==> src/rtl/stream_output_buffer.sv <==
// Elastic first-word-fall-through FIFO between the leaf interface output port and the user operator.
// Optional delivered-word counter on word_count is enabled by defining STREAM_OUTPUT_BUFFER_STATS_EN.
module stream_output_buffer #(
  parameter int PAYLOAD_BITS = 32,
  parameter int DEPTH_BITS   = 4
) (
  input  logic                    clk,
  input  logic                    reset,
  input  logic [PAYLOAD_BITS-1:0] din,
  input  logic                    din_vld,
  output logic                    din_ack,
  output logic [PAYLOAD_BITS-1:0] dout,
  output logic                    dout_vld,
  input  logic                    dout_ack,
  output logic [DEPTH_BITS:0]     level
`ifdef STREAM_OUTPUT_BUFFER_STATS_EN
  ,
  output logic [31:0]             word_count
`endif
);

  localparam int DEPTH = 2 ** DEPTH_BITS;

  logic [PAYLOAD_BITS-1:0] mem [DEPTH];
  logic [DEPTH_BITS:0]     wr_ptr;
  logic [DEPTH_BITS:0]     rd_ptr;
  logic                    full;
  logic                    empty;
  logic                    push;
  logic                    pop;

  // The extra pointer MSB tells a full buffer apart from an empty one.
  assign empty = (wr_ptr == rd_ptr);
  assign full  = (wr_ptr[DEPTH_BITS] != rd_ptr[DEPTH_BITS]) &&
                 (wr_ptr[DEPTH_BITS-1:0] == rd_ptr[DEPTH_BITS-1:0]);

  assign din_ack  = !full;
  assign dout_vld = !empty;
  assign dout     = mem[rd_ptr[DEPTH_BITS-1:0]];
  assign level    = wr_ptr - rd_ptr;

  assign push = din_vld && !full;
  assign pop  = dout_ack && !empty;

  always_ff @(posedge clk) begin
    if (push) begin
      mem[wr_ptr[DEPTH_BITS-1:0]] <= din;
    end
  end

  always_ff @(posedge clk or negedge reset) begin
    if (!reset) begin
      wr_ptr <= '0;
      rd_ptr <= '0;
    end else begin
      if (push) begin
        wr_ptr <= wr_ptr + 1'b1;
      end
      if (pop) begin
        rd_ptr <= rd_ptr + 1'b1;
      end
    end
  end

`ifdef STREAM_OUTPUT_BUFFER_STATS_EN
  always_ff @(posedge clk or negedge reset) begin
    if (!reset) begin
      word_count <= '0;
    end else if (pop) begin
      word_count <= word_count + 32'd1;
    end
  end
`endif

endmodule
==> config.mk <==
export PLATFORM = sky130hd
export DESIGN_NAME = stream_output_buffer
export DESIGN_NICKNAME = d
export VERILOG_FILES = /design/src/rtl/stream_output_buffer.sv
export SDC_FILE = /design/constraint.sdc
export NUM_CORES = 1
export LEC_CHECK = 0
export BUFFER_PORTS_ARGS = -buffer_cell sky130_fd_sc_hd__clkbuf_2
export CORE_ASPECT_RATIO = 1.5
export CORE_MARGIN = 1.5
export CORE_UTILIZATION = 57
export CTS_BUF_LIST = sky130_fd_sc_hd__clkbuf_4 sky130_fd_sc_hd__clkbuf_8 sky130_fd_sc_hd__clkbuf_16
export DETAILED_ROUTE_END_ITERATION = 7
export GPL_TIMING_DRIVEN = 0
export MAX_ROUTING_LAYER = met4
export PLACE_DENSITY = 0.8
export SYNTH_ARGS = -nofsm -noshare
export SYNTH_HDL_FRONTEND = slang
export SYNTH_SLANG_ARGS = --single-unit
==> constraint.sdc <==
create_clock -name clk -period 6.05 [get_ports clk]
set_input_delay 0 -clock clk [delete_from_list [all_inputs] [get_ports clk]]
set_output_delay 0 -clock clk [all_outputs]
set_load 0.05 [all_outputs]
==> metrics.md <==
| Metric | Value |
|---|---|
| RSZ-0062 raised after global routing | `false` |
| Max Buffers Root-to-Sink | `3` |
| Worst Hold Class | `in -> reg` |
| Gpl congestion | `0.787` |
| Status | `finished, final reports clean` |
| N_diodes | `0` |
| CP endpoint kind | `flop` |
| Worst Tran Pin Value | `1.11 ns` |
| #FFs+latches synth | `522` |
| IO Pins | `75` |
| Vias in the first global route | `10500` |
| Yosys cell types | `34` |
| Setup WS post-layout | `1.64 ns` |
| DRT antenna net count | `0` |
| WS Path Type | `reg -> reg` |
| Worst Path Required | `6.32 ns` |
| Finished Layout Cells | `1625` |
| Die ar. | `36600 sq um` |
| Shortest period the worst path allows | `4.41 ns` |
| DR iter-0 viols | `909` |
| Initial antenna violation count | `0` |
| Row count | `84` |
| DRC Markers | `0` |
| Initial core utilization | `57.8%` |
| Delay-heaviest family, CP | `buffers and inverters` |
| Worst-Skew Late Latency | `0.57 ns` |
| Core ar. | `35000 sq um` |
| Post-Synthesis Cells | `936` |
| Slew Limit Fails | `0` |
| First-pass GRT wire length | `64900 um` |
| P&R area growth vs syn | `16.2%` |
| Most used cell, CP | `buf_2` |
| Placed Cells | `1507` |
| Register area share after synthesis | `77.3%` |
| Largest net degree at the start of global routing | `21` |
| Post-Syn Area | `20200 sq um` |
| CP bufs+invs | `6` |
| Die span in x | `157 um` |
| CP max FO | `10` |
| MaxCap Viol Count | `0` |
| Power Density | `504 nW/um^2` |
| Leak | `7.86 nW` |
| Final hold violations | `0` |
| H-tree Lvls | `2` |
| WL per Instance | `26.8 um` |
| Die height | `234 um` |
| Root buffer cell | `clkbuf_16` |
| Synth warn | `0` |
| Dominant cell type by area after synthesis | `edfxtp_1` |
| Final Skew | `0.0123 ns` |
| Fin crit share | `72.9%` |
| Max_slew headroom | `25.7%` |
| DRT Pass-1 Iters | `5` |
| Total GRT Usage | `25.4%` |
| Setup TNS | `0 ns` |
| Worst setup SP type | `flop` |
| F_max | `227 MHz` |
| Synth top area share | `76.1%` |
| Slowest cell delay on critical path | `0.94 ns` |
| Post-DP HPWL | `27600 um` |
| Grt ovf | `0` |
| WHS | `0.391 ns` |
| Fin nets | `1163` |
| Total CTS buffers | `45` |
| Tot Pwr | `11.8 mW` |
| Main area contributors after synthesis | `edfxtp_1 76%, mux4_2 11%, mux2i_1 4.8%` |
| Peak supply drop | `0.430 mV` |
| DR vias/cell | `6.21` |
| CP cell instances | `buf_2, buf_2, buf_1, inv_1, ha_1, and4_1, clkbuf_1, a21boi_2, nand2_1, nor3b_2, buf_6` |
| Ratio of cells with drive above 1 in the final layout | `27.3%` |
| Worst EP arrival | `4.67 ns` |
| Avg Inst Size Synth | `21.6 sq um` |
| CTS tree | `yes` |
| Synthesized Nets | `982` |
| Via Count | `10100` |
| Final setup viols | `0` |
| Post-Place Worst Slack | `1.71 ns` |
| Clock Sinks | `522` |
| Post-Route WL | `43500 um` |
| Port Buffers | `74` |
| Slowest cell on crit path | `nor3b_2` |
| Reg clk slew, reported paths | `0.06 ns` |
-- worst register-to-register path: cells and delay by family (launching register included) --
kind | cells | cell delay, ns
AOI/OAI and AO/OA | 1 | 0.36
DFF | 1 | 0.38
buffers and inverters | 6 | 1.66
and+or+nand+nor | 3 | 1.35
adders and majority gates | 1 | 0.35
-- flip-flops by register name, indices dropped and copies added, names as in the netlist --
signal,count
rd_ptr,5
wr_ptr,5
mem,512
-- logic make-up after synthesis --
family / synth area share (%)
flip-flops: 77.3
AND/OR/NAND/NOR: 0.916
AO/OA/AOI/OAI: 3.29
XOR/XNOR: 0.563
adder cells (fa/ha/maj): 0.656
multiplexers: 15.5
buffers and inverters: 1.82
-- metrics by stage --
| stage | instance area (sq um) | util [%] |
|---|---|---|
| 3_5_place_dp | 21700 | 61.9 |
| 6_report | 23500 | 67.1 |
| 5_1_grt | 23500 | 67.1 |
| 4_1_cts | 23500 | 67.1 |
| 2_1_floorplan | 20200 | - |
| 3_3_place_gp | 21200 | 60.5 |
-- cells in the mapped netlist --
master / number
and4_1: 1
buf_6: 5
xnor2_1: 10
o21ai_1: 49
dfrtp_1: 10
a21boi_2: 1
inv_1: 8
buf_8: 3
a21bo_2: 1
nor2_1: 1
ha_1: 9
and2_1: 6
o21ai_0: 17
and3_1: 7
nor3_1: 1
fa_1: 1
nand3_1: 1
nor3b_1: 4
a21boi_1: 1
nor2b_1: 1
a21oi_1: 2
mux4_2: 96
nand4_1: 3
a221oi_1: 32
clkbuf_1: 19
nand2_1: 7
buf_1: 6
buf_12: 1
a21o_1: 2
mux2i_1: 96
buf_2: 11
edfxtp_1: 512
buf_4: 9
xor2_1: 3
-- metal layers --
layer,track usage (%),share of wire [%],vias to the layer above
met1,30.3,37,5272
met5,-,0,-
met4,10.5,3.8,0
met2,43.6,54,446
met3,3.28,5.4,111
li1,-,-,4267
-- power by group --
| part | switching, mW | leakage [nW] | internal (mW) |
|---|---|---|---|
| Combinational | 2.94 | 2.38 | 1.56 |
| Sequential | 0.117 | 4.74 | 4.36 |
| Clock | 1.24 | 0.737 | 1.64 |
| Total | 4.29 | 7.86 | 7.56 |
-- placed cells by master, fill, tap and decap left out, types with 9 or more instances in the layout --
master         Yosys  final
clkbuf_4           0     15
mux4_2            96     96
clkbuf_1          19     19
buf_2             11     11
ha_1               9      9
o21ai_0           17     17
dlygate4sd3_1      0     36
buf_6              5     14
clkinv_1           0      9
clkbuf_2           0     74
a221oi_1          32     32
o21ai_1           49     49
dfrtp_1           10     10
mux2i_1           96     96
clkbuf_16          0     47
buf_16             0      9
xnor2_1           10     10
edfxtp_1         512    512
buf_4              9      9
-- timing repair --
action | CTS | global route
resized for setup | 0 | 0
buffers inserted | 0 | 0
hold buffers | 36 | 0
hold endpoints to repair | 531 | 0
-- final timing paths --
path,startpoint,end,slack (ns),cells after the start
worst max-delay path,rd_ptr[2],mem[7][19],1.64,11
worst min-delay path,din[13],mem[13][13],0.39,2
worst max register to register,rd_ptr[2],mem[7][19],1.64,11
worst min register to register,wr_ptr[4],wr_ptr[4],0.53,1
max in group asynchronous,reset,wr_ptr[0],5.27,3
min in group asynchronous,reset,rd_ptr[0],0.47,3
-- final cells by class --
type | count | area [sq um]
Inverter | 8 | 30.0
Multi-Input combinational cell | 352 | 4250
Sequential cell | 522 | 15600
Buffer | 54 | 338
Tap cell | 473 | 592
Timing Repair Buffer | 134 | 1180
Clock buffer | 63 | 1300
Fill cell | 2102 | 11500
Clock inverter | 19 | 169
Power figures use the tool's default switching activity.
